$ cat config.mk
export PLATFORM = sky130hd
export DESIGN_NAME = idct4_transpose_buf
export DESIGN_NICKNAME = d
export VERILOG_FILES = /design/src/rtl/idct_pkg.sv /design/src/rtl/idct4_bank.sv /design/src/rtl/idct4_transpose_buf.sv
export SDC_FILE = /design/constraint.sdc
export NUM_CORES = 1
export LEC_CHECK = 0
export CAP_MARGIN = 20
export CORE_UTILIZATION = 60
export CTS_BUF_LIST = sky130_fd_sc_hd__clkbuf_16
export CTS_CLUSTER_SIZE = 8
export DETAILED_ROUTE_END_ITERATION = 6
export PLACE_DENSITY = 0.9
export SYNTH_ARGS = -nofsm -noshare
export SYNTH_HDL_FRONTEND = slang
export SYNTH_SLANG_ARGS = --single-unit
$ cat constraint.sdc
create_clock -name clk -period 3.7 [get_ports clk]
set_clock_uncertainty 0.05 [all_clocks]
set_input_delay 0.555 -clock clk [delete_from_list [all_inputs] [get_ports clk]]
set_output_delay 0.555 -clock clk [all_outputs]
set_load 0.02 [all_outputs]
$ cat src/rtl/idct_pkg.sv
// Shared definitions for the 4x4 inverse DCT datapath.
//
// The transpose buffer and the IDCT MAC stage both import this package,
// so the widths and the intermediate saturation rule are defined once.
//
// Contents:
//   IDCT_DATA_W  width of first-pass samples and MAC-stage inputs
//   IDCT_CLIP_W  intermediate clip width between the two passes
//   IDCT_N       transform size (4x4 blocks)
//   sat_clip()   signed saturation from IDCT_DATA_W to IDCT_CLIP_W,
//                sign-extended back to IDCT_DATA_W
//   is_clipped() true when sat_clip() would change its argument

package idct_pkg;

   localparam int IDCT_DATA_W = 25;
   localparam int IDCT_CLIP_W = 16;
   localparam int IDCT_N      = 4;

   localparam logic signed [IDCT_DATA_W-1:0] IDCT_CLIP_MAX =
      IDCT_DATA_W'((64'sd1 <<< (IDCT_CLIP_W - 1)) - 64'sd1);
   localparam logic signed [IDCT_DATA_W-1:0] IDCT_CLIP_MIN =
      IDCT_DATA_W'(-(64'sd1 <<< (IDCT_CLIP_W - 1)));

   function automatic logic signed [IDCT_DATA_W-1:0] sat_clip(
      input logic signed [IDCT_DATA_W-1:0] x
   );
      if (x > IDCT_CLIP_MAX) begin
         return IDCT_CLIP_MAX;
      end else if (x < IDCT_CLIP_MIN) begin
         return IDCT_CLIP_MIN;
      end
      return x;
   endfunction

   function automatic logic is_clipped(
      input logic signed [IDCT_DATA_W-1:0] x
   );
      return (x > IDCT_CLIP_MAX) || (x < IDCT_CLIP_MIN);
   endfunction

endpackage

$ cat src/rtl/idct4_bank.sv
// One 4x4 block of transpose storage.
//
// Samples are written one at a time in raster order (address = row*4 + col)
// and read back a whole column at a time, which is the transpose the second
// IDCT pass needs. The array is deliberately not reset: its contents are only
// ever observed after a full block has been written.
//
// Ports:
//   clk      rising-edge clock
//   wr_en    write wr_data to wr_addr this cycle
//   wr_addr  raster address, row in [3:2], column in [1:0]
//   wr_data  sample to store
//   rd_col   column to present on rd_data
//   rd_data  rows 0..3 of column rd_col (combinational)

module idct4_bank
   import idct_pkg::*;
#(
   parameter int DATA_W = IDCT_DATA_W
) (
   input  logic                     clk,
   input  logic                     wr_en,
   input  logic [3:0]               wr_addr,
   input  logic signed [DATA_W-1:0] wr_data,
   input  logic [1:0]               rd_col,
   output logic signed [DATA_W-1:0] rd_data [IDCT_N]
);

   logic signed [DATA_W-1:0] mem [IDCT_N*IDCT_N];

   always_ff @(posedge clk) begin
      if (wr_en) begin
         mem[wr_addr] <= wr_data;
      end
   end

   always_comb begin
      for (int r = 0; r < IDCT_N; r++) begin
         rd_data[r] = mem[4'(r * IDCT_N) + {2'b00, rd_col}];
      end
   end

endmodule

$ cat src/rtl/idct4_transpose_buf.sv
// Ping-pong transpose buffer between the column and row passes of the
// 4x4 inverse DCT.
//
// First-pass samples arrive one per cycle in raster order, are saturated to
// CLIP_W bits (sign-extended back to DATA_W) and written into the current
// write bank. A completed bank is presented column by column, four samples
// per beat, while the other bank fills.
//
// Ports:
//   clk        rising-edge clock
//   reset      asynchronous active-low reset
//   in_data    signed first-pass sample
//   in_valid   in_data is valid
//   in_ready   a sample can be accepted this cycle
//   out_d1..4  rows 0..3 of the current column (0 when out_valid is low)
//   out_valid  a column is being presented
//   out_ready  downstream accepts the column
//   out_last   current beat is column 3 of its block
//   sat_pulse  the sample accepted in the previous cycle was clipped

module idct4_transpose_buf
   import idct_pkg::*;
#(
   parameter int DATA_W = IDCT_DATA_W,
   parameter int CLIP_W = IDCT_CLIP_W
) (
   input  logic                     clk,
   input  logic                     reset,
   input  logic signed [DATA_W-1:0] in_data,
   input  logic                     in_valid,
   output logic                     in_ready,
   output logic signed [DATA_W-1:0] out_d1,
   output logic signed [DATA_W-1:0] out_d2,
   output logic signed [DATA_W-1:0] out_d3,
   output logic signed [DATA_W-1:0] out_d4,
   output logic                     out_valid,
   input  logic                     out_ready,
   output logic                     out_last,
   output logic                     sat_pulse
);

   localparam logic signed [DATA_W-1:0] CLIP_MAX =
      DATA_W'((64'sd1 <<< (CLIP_W - 1)) - 64'sd1);
   localparam logic signed [DATA_W-1:0] CLIP_MIN =
      DATA_W'(-(64'sd1 <<< (CLIP_W - 1)));

   logic [1:0] full;
   logic [1:0] full_next;
   logic       wr_bank;
   logic [3:0] wr_cnt;
   logic       rd_bank;
   logic [1:0] rd_cnt;

   logic                     accept;
   logic                     beat;
   logic                     wr_done;
   logic                     rd_done;
   logic                     clip_hi;
   logic                     clip_lo;
   logic signed [DATA_W-1:0] clipped;

   logic signed [DATA_W-1:0] bank_d [2][IDCT_N];
   logic signed [DATA_W-1:0] col_d  [IDCT_N];

   // Write side

   assign in_ready = !full[wr_bank];
   assign accept   = in_valid && in_ready;
   assign wr_done  = accept && (wr_cnt == 4'd15);

   assign clip_hi = in_data > CLIP_MAX;
   assign clip_lo = in_data < CLIP_MIN;

   always_comb begin
      clipped = in_data;
      if (clip_hi) begin
         clipped = CLIP_MAX;
      end else if (clip_lo) begin
         clipped = CLIP_MIN;
      end
   end

   // Read side

   assign out_valid = full[rd_bank];
   assign beat      = out_valid && out_ready;
   assign rd_done   = beat && (rd_cnt == 2'd3);
   assign out_last  = out_valid && (rd_cnt == 2'd3);

   // The write bank is never full and the read bank always is whenever
   // either side touches its flag, so set and clear never collide.
   always_comb begin
      full_next = full;
      if (wr_done) begin
         full_next[wr_bank] = 1'b1;
      end
      if (rd_done) begin
         full_next[rd_bank] = 1'b0;
      end
   end

   always_ff @(posedge clk or negedge reset) begin
      if (!reset) begin
         full      <= 2'b00;
         wr_bank   <= 1'b0;
         wr_cnt    <= 4'd0;
         rd_bank   <= 1'b0;
         rd_cnt    <= 2'd0;
         sat_pulse <= 1'b0;
      end else begin
         full      <= full_next;
         sat_pulse <= accept && (clip_hi || clip_lo);

         if (accept) begin
            if (wr_done) begin
               wr_bank <= ~wr_bank;
               wr_cnt  <= 4'd0;
            end else begin
               wr_cnt <= wr_cnt + 4'd1;
            end
         end

         if (beat) begin
            if (rd_done) begin
               rd_bank <= ~rd_bank;
               rd_cnt  <= 2'd0;
            end else begin
               rd_cnt <= rd_cnt + 2'd1;
            end
         end
      end
   end

   // Storage

   for (genvar b = 0; b < 2; b++) begin : g_bank
      idct4_bank #(
         .DATA_W (DATA_W)
      ) u_bank (
         .clk     (clk),
         .wr_en   (accept && (wr_bank == 1'(b))),
         .wr_addr (wr_cnt),
         .wr_data (clipped),
         .rd_col  (rd_cnt),
         .rd_data (bank_d[b])
      );
   end

   // Forced to zero when idle so stale bank contents never leak downstream.
   always_comb begin
      for (int r = 0; r < IDCT_N; r++) begin
         col_d[r] = '0;
         if (out_valid) begin
            col_d[r] = rd_bank ? bank_d[1][r] : bank_d[0][r];
         end
      end
   end

   assign out_d1 = col_d[0];
   assign out_d2 = col_d[1];
   assign out_d3 = col_d[2];
   assign out_d4 = col_d[3];

endmodule

==> run summary, run 1 <==
Cell internal power was estimated by the tool at 19.1 mW. The post-route non-filler standard cell count is 2281. Pin placement for this block handled 133 I/O pins. The count of hold buffers inserted by post-cts repair came out at 0. The number of nets in the finished design is 1614. Setup repair after global routing left no endpoint under its margin. The number of flip-flops and latches in the synthesized netlist is 811. The number of antenna diodes in the final layout is 0. The worst hold slack after final layout came out at 226 ps.

The switching share of power came out at 0.275. In this run the deepest clock path goes through 3 buffers. The xor/xnor share of the synthesized area came out at 0.000284. In the routed layout, each cell is associated on average with a via count of 7.02. Across every metal layer, demand over resource in global routing totals 0.316. The yosys synthesis warning count came out at 0. The critical path is of the flop to primary output type. The predominant post-synthesis flop cell is edfxtp_1. The relative contribution of the clock network to total power is 0.340. The number of optimization iterations in the first detailed-route pass is 6. The flow ran to the end, and the final reports show no timing, DRC or antenna violations. The total of endpoints with negative setup slack in the final report is 0. The clock tree from TritonCTS is done.

The DRC violations left is 0. For the final routed database, the setup TNS stands at 0 ps. The standard cell core area came out at 0.0504 mm².

The number of placement rows came out at 82. The adder-cell share of the synthesized area came out at 0.00244. The sequential power share is 0.416. The main combinational cell family by area after synthesis is multiplexers. The number of enable flip-flop cells after synthesis is 800.

Clock-pin slew was measured on the worst setup and hold paths at 50 ps. Summed over all nets, the switching power comes to around 7.3 mW. The global-route wire length before repair came out at 116 mm. The simple-gate area share of the yosys netlist came out at 0.0114. The H-tree depth is 3.

The tightest min-delay check is of the input port to asynchronous set/reset pin type. CTS placed an instance of clkbuf_16 at the clock tree root. Dividing the final minimum period by the clock period gives 0.990.

Input and output buffers added on the ports amount to 132. The average cell area after synthesis is 23.4 µm². Summed over all layers, the global routing overflow is 0. The relative contribution of combinational cells to total power came out at 0.245. The die width is 229 µm. The die covers between 0.05 and 0.06 mm².

The routed wire length came out at 80.7 mm. The synthesized instance count is around 1300. The largest net degree at the start of global routing came out at between 50 and 60.

The height of the die is 229 µm. For the worst-skew pair, the clock arrives at the later sink with an insertion delay of 670 ps. The number of different library cells used by synthesis comes to 36. The top achievable clock speed is 273 MHz. The required time of the worst setup path came out at a little over 3000 ps. The detailed router's first-iteration violation count came out at between 2000 and 2500. The worst relative slew slack came out at 0.505. The half-perimeter wire length after placement is 38.2 mm.

In this run, CTS created clock tree buffers numbering roughly 110. Including well taps, the total number of placed cells is between 2000 and 2500. For this run, the register share of the synthesized area comes to 0.789. The max-capacitance violation count is 0. The congestion estimate from routability-driven global placement came to ~0.79. The total nets after synthesis came out at 1350. Measured against the total synthesized area, the mux share comes to 0.148.

The share of cells above drive strength 1 came out at 0.283. The data arrival time at the worst-slack endpoint came out at 3060 ps. The maximum VDD drop is 0.000476 V.

The initial antenna violation count is 2. Compared with the post-synthesis result, the final layout area differs by 19.2%. The final critical delay including setup and external delays came out at 3660 ps. The initial utilization of the core area, before any placement, comes to 0.611. Power spread over the standard cell area amounts to 718 mW/mm².

Clock tree synthesis found a total of 811 sinks. The share of async-settable or async-resettable flops after synthesis came out at 0.0136. STA classifies the critical path endpoint as a primary output. The number of global-route vias before repair came out at 16600. The kind of start point of the critical path is a flop. The compound-gate portion of the synthesized area is 0.0359. The via count of the routed design is 16000.

Dividing the detail-routed wire length by the instance count gives between 30 and 40 µm. The worst-margin pin slew came out at ~740 ps. Once detail routing completed, the nets flagged for antenna violations numbered 0. The final number of max-transition violations came out at 0. The synthesized cell area is 0.0308 mm². The count of endpoints failing hold in the final timing report was 0. The largest fanout on the critical path came out at approximately 40. The standby leakage power is ~12 nW.
[stage by stage]
step	power [mW]	worst slack (ps)	instance area (µm²)	utilization
floorplan	15.0	374	30800	-
global placement	16.9	670	33600	0.667
detailed placement	17.1	593	33600	0.667
CTS	26.4	42.0	36700	0.728
global route	27.0	5.93	36700	0.729
finish	26.4	38.6	36700	0.729
[cell usage in the layout (no fill, tap or decap), types with 3 or more instances in the layout]
| cell type | n |
|---|---|
| a22o_1 | 101 |
| o21ai_2 | 15 |
| clkbuf_16 | 114 |
| edfxtp_1 | 800 |
| o21a_1 | 8 |
| buf_12 | 14 |
| nand2_1 | 5 |
| or3_1 | 3 |
| and2_1 | 17 |
| nand4b_1 | 3 |
| nor2_2 | 12 |
| clkdlybuf4s50_1 | 130 |
| mux4_2 | 200 |
| nor3_2 | 4 |
| inv_1 | 45 |
| nor2_1 | 4 |
| buf_4 | 75 |
| mux2_2 | 4 |
| dfrtp_1 | 9 |
| ha_1 | 6 |
| a31oi_1 | 3 |
[path summary, 6_finish.rpt]
path                                start                           to  slack, ps  cells past startpoint
worst max-delay path            rd_cnt[1]                   out_d2[13]         40                      5
worst min-delay path                reset                      rd_bank        230                      1
worst max register to register  wr_cnt[0]  g_bank[1].u_bank.mem[15][8]       1130                      4
worst min register to register    full[0]                      full[0]        650                      1
max in group asynchronous           reset                    rd_cnt[0]       2900                      1
min in group clk                out_ready                      rd_bank        610                      2
[power by group through the flow]
stage | Sequential [mW] | Clock, mW | Combinational (mW)
floorplan | 10.9 | 0 | 4.08
global placement | 11.0 | 0 | 5.84
detailed placement | 11.1 | 0 | 6.02
CTS | 10.9 | 9.01 | 6.46
global route | 11.0 | 9.34 | 6.71
finish | 11.0 | 8.95 | 6.45
[registers in the layout, summed over array words and instances (netlist names)]
register	cells
full	2
g_bank.u_bank.mem	800
rd_bank	1
rd_cnt	2
sat_pulse	1
wr_bank	1
wr_cnt	4
[routing by layer]
metal	up-vias	wire length [µm]	global-route usage
met5	-	13	0
met4	2	3530	0.140
met3	221	8890	0.0618
met2	1348	40400	0.516
met1	8320	27900	0.419
li1	6128	-	-
[final cells by class]
cell class	instances	area, µm²
Inverter	20	75.1
Multi-Input combinational cell	410	6230
Timing Repair Buffer	225	2270
Clock buffer	114	2850
Sequential cell	811	24300
Tap cell	672	841
Clock inverter	29	135
Fill cell	2522	13700
[cells in the mapped netlist (all sizes together) (2+ instances only)]
| cell type | instances | area (µm²) |
|---|---|---|
| mux2 | 4 | 45.0 |
| nor2 | 16 | 60.1 |
| mux4 | 200 | 4500 |
| a22o | 101 | 885 |
| dfrtp | 11 | 275 |
| nand3 | 2 | 10.0 |
| nand2b | 2 | 12.5 |
| ha | 6 | 75.1 |
| o2bb2ai | 2 | 17.5 |
| o21ai | 16 | 80.1 |
| o21a | 8 | 60.1 |
| buf | 33 | 166 |
| edfxtp | 800 | 24000 |
| nand4b | 3 | 26.3 |
| a21oi | 2 | 10.0 |
| nand4 | 2 | 12.5 |
| and2 | 18 | 113 |
| nor3 | 5 | 25.0 |
| nor2b | 2 | 12.5 |
| or3 | 3 | 18.8 |
| clkbuf | 42 | 158 |
| nand2 | 5 | 18.8 |
| inv | 20 | 75.1 |
| a31oi | 3 | 18.8 |
[what timing repair did]
action / 4_1_cts / 5_1_grt
pin swaps: 0 / 1
gates cloned: 1 / 1
gates resized for setup: 2 / 2
setup endpoints to repair: 40 / 3
setup buffers: 6 / 0
[worst max-delay path, stage by stage, from the launching register on]
cell             delay, ps
dfrtp_4                630
buf_12                 320
buf_4                  250
mux4_2                 340
a22o_1                 270
clkdlybuf4s50_1        570
[cell families after synthesis]
family	count (synthesis)
flops	811
mux	205
compound gates	134
buf+inv	95
simple gates	63
fa+ha+maj	6
xor+xnor	1
No activity file was read; power rests on OpenSTA's default activity.
==> run 2, diff against run 1 <==
--- a/config.mk
+++ b/config.mk
@@ -8,7 +8,6 @@
 export CAP_MARGIN = 20
 export CORE_UTILIZATION = 60
 export CTS_BUF_LIST = sky130_fd_sc_hd__clkbuf_16
-export CTS_CLUSTER_SIZE = 8
 export DETAILED_ROUTE_END_ITERATION = 6
 export PLACE_DENSITY = 0.9
 export SYNTH_ARGS = -nofsm -noshare
==> run summary, run 2 (synthesized netlist as in run 1, its figures left out) <==
The post-route setup TNS came out at 0 ps (unchanged). The buffer cell driving the clock tree root is clkbuf_16 (unchanged). The category of the worst setup path capture point was a primary output (unchanged). Result of the run: completed (unchanged). The category of the critical setup timing path is flop to primary output (unchanged). The global-route wire length before repair came out at 111 mm (was 116 mm).

The global-route usage over all layers is 0.301 (was 0.316). Largest registers: g_bank.u_bank.mem x800, wr_cnt x4 (unchanged). The standby leakage power was 11.5 nW (was 11.8 nW). The clock tree buffer depth came out at 3 (unchanged). The number of optimization iterations in the first detailed-route pass came out at 5 (was 6). Cell Chain, Critical Path: buf_12 > buf_4 > mux4_2 > a22o_1 > clkdlybuf4s50_1 (unchanged). The count of input and output buffers came out at 132 (unchanged). The initial cell density of the core is 0.611 (unchanged). The final worst-path cycle share is 0.977 (was 0.990). The worst relative slew slack is 0.527 (was 0.505).

The total of endpoints with negative setup slack in the final report came out at 0 (unchanged). The number of diodes is 0 (unchanged). The standard cell core area was 0.0504 mm² (unchanged). The height of the die is 229 µm (unchanged). The number of placement rows came out at 82 (unchanged). The required time of the worst setup path came out at 3090 ps (about the same).

The later-pin clock latency in the skew report came to 620 ps (was 670 ps). The number of vias per cell was 6.85 (was 7.02). The floorplan die area came out at 0.0522 mm² (unchanged). The initial antenna violation count is 1 (was 2). The remaining number of nets flagged by the antenna check after routing came out at 0 (unchanged). The worst hold slack after final layout is 277 ps (was 226 ps). The critical path's largest stage delay came out at 620 ps (was 630 ps). The worst-margin pin slew came out at 709 ps (was 742 ps). The final critical delay including setup and external delays came to 3620 ps (was 3660 ps). The most frequent standard cell in the layout excluding fill and tap cells is edfxtp_1 (unchanged). Setup repair after global routing missed its margin: false (unchanged). The clock-pin slew of the registers on the worst-case setup and hold paths came out at 70 ps (was 50 ps). The kind of start point of the critical path is a flop (unchanged). The count of endpoints failing hold in the final timing report is 0 (unchanged).

The filler cell count was 2609 (was 2522). The detailed router's first-iteration violation count came to 2185 (was 2405). The areal power density over the cells came out at 689 mW/mm² (was 718 mW/mm²). Highest-count cells in the layout ignoring fill and taps: edfxtp_1, mux4_2, clkdlybuf4s50_1, a22o_1, clkbuf_16 (was edfxtp_1, mux4_2, clkdlybuf4s50_1, clkbuf_16, a22o_1). The final number of max-transition violations is 0 (unchanged).

The largest fanout on the critical path came out at 41 (unchanged). The type of the most critical hold path is input port to asynchronous set/reset pin (unchanged). The die width is 229 µm (unchanged). The post-synthesis to final-layout area growth came out at 17.1% (was 19.2%). The largest net degree at the start of global routing is 55 (unchanged). The H-tree depth is 3 (unchanged).

The number of cells in the design after placement is 2130 (unchanged). The number of global-route vias before repair came out at 15900 (was 16600). The data arrival time at the worst-slack endpoint came out at 3010 ps (was 3060 ps). The share of cells above drive strength 1 came out at 0.275 (was 0.283). The count of clock tree sinks is 811 (unchanged).

The top register by number of flip-flops was g_bank.u_bank.mem (unchanged). The max-capacitance violation count is 0 (unchanged). The library cell contributing the largest single delay on the critical path is dfrtp_4 (unchanged). The DRC violations left was 0 (unchanged). The maximum VDD drop came out at 0.000390 V (was 0.000476 V). The remaining global-route overflow came to 0 (unchanged). The number of nets in the finished design came out at 1575 (was 1614). The clock tree from TritonCTS is done (unchanged). The half-perimeter wire length after placement came out at 38.2 mm (unchanged). The routed wire length came out at 76.4 mm (was 80.7 mm). The top-level I/O count is 133 (unchanged). The top achievable clock speed was 277 MHz (was 273 MHz).

The via count of the routed design came to 15500 (was 16000). The number of flip-flops in the largest register came out at 800 (unchanged). The post-route non-filler standard cell count was 2267 (was 2281). The weighted congestion reported at the end of routability-driven placement was 0.790 (unchanged). The clock buffer count from CTS was 73 (was 111). The average wire length per cell after detail routing came out at 33.7 µm (was 35.4 µm).
## run 2: cell count changes in the layout (fill, tap and decap cells not counted), sizes merged, moves of 3 or more
cell | previous run | this run
bufinv | 0 | 6
inv | 47 | 39
clkbuf | 114 | 79
clkinv | 1 | 22
clkinvlp | 1 | 4
## run 2: critical path: cells and delay by family (launching register included)
kind                   cells  cell delay, ps
buffers and inverters      3            1120
flip-flops                 1             620
multiplexers               1             330
AO/OA/AOI/OAI              1             290
## run 2: where the power goes
group | internal, mW | switching [mW] | total, mW
Clock | 4.26 | 3.31 | 7.57
Combinational | 3.05 | 3.32 | 6.37
Sequential | 10.6 | 0.262 | 10.9
Total | 17.9 | 6.89 | 24.8
## run 2: layout make-up
class | count | area [µm²] | share of cell area
clock buffers | 79 | 1980 | 0.0548
clock inverters | 51 | 383 | 0.0106
inverters | 20 | 75.1 | 0.00208
multi-input cells | 409 | 6220 | 0.173
flip-flops and latches | 811 | 24300 | 0.674
well taps | 672 | 841 | 0.0233
repair buffers | 225 | 2250 | 0.0625
## run 2: final timing paths
path,from,endpoint,slack (ps),cells past startpoint
max,rd_cnt[1],out_d2[17],80,5
min,reset,full[1],280,1
max reg2reg,wr_cnt[0],g_bank[1].u_bank.mem[15][8],1110,4
min reg2reg,full[0],full[0],580,1
max in group asynchronous,reset,rd_cnt[0],2850,1
min in group clk,full[0],full[0],580,1
## run 2: repair_timing
| item | 4_1_cts | 5_1_grt |
|---|---|---|
| gates resized for setup | 3 | 0 |
| buffers inserted | 6 | 0 |
| hold buffers | 0 | 0 |
| endpoints found under the setup margin | 23 | 0 |
## run 2: metal layers
metal / routed length [µm] / track usage / vias to the layer above / share of wire
met5: 0 / 0 / - / 0
met4: 3000 / 0.122 / 0 / 0.039
met3: 7810 / 0.0531 / 169 / 0.10
met2: 38900 / 0.498 / 1164 / 0.51
met1: 26600 / 0.401 / 8132 / 0.35
li1: - / - / 6060 / -
## run 2: stage by stage
stage / power, mW / setup slack [ps] / util / instance area, µm²
floorplan: 15.0 / 374 / - / 30800
global placement: 16.9 / 670 / 0.667 / 33600
detailed placement: 17.1 / 593 / 0.667 / 33600
CTS: 24.9 / 59.0 / 0.716 / 36100
global route: 25.5 / 8.92 / 0.716 / 36100
finish: 24.8 / 83.5 / 0.716 / 36100
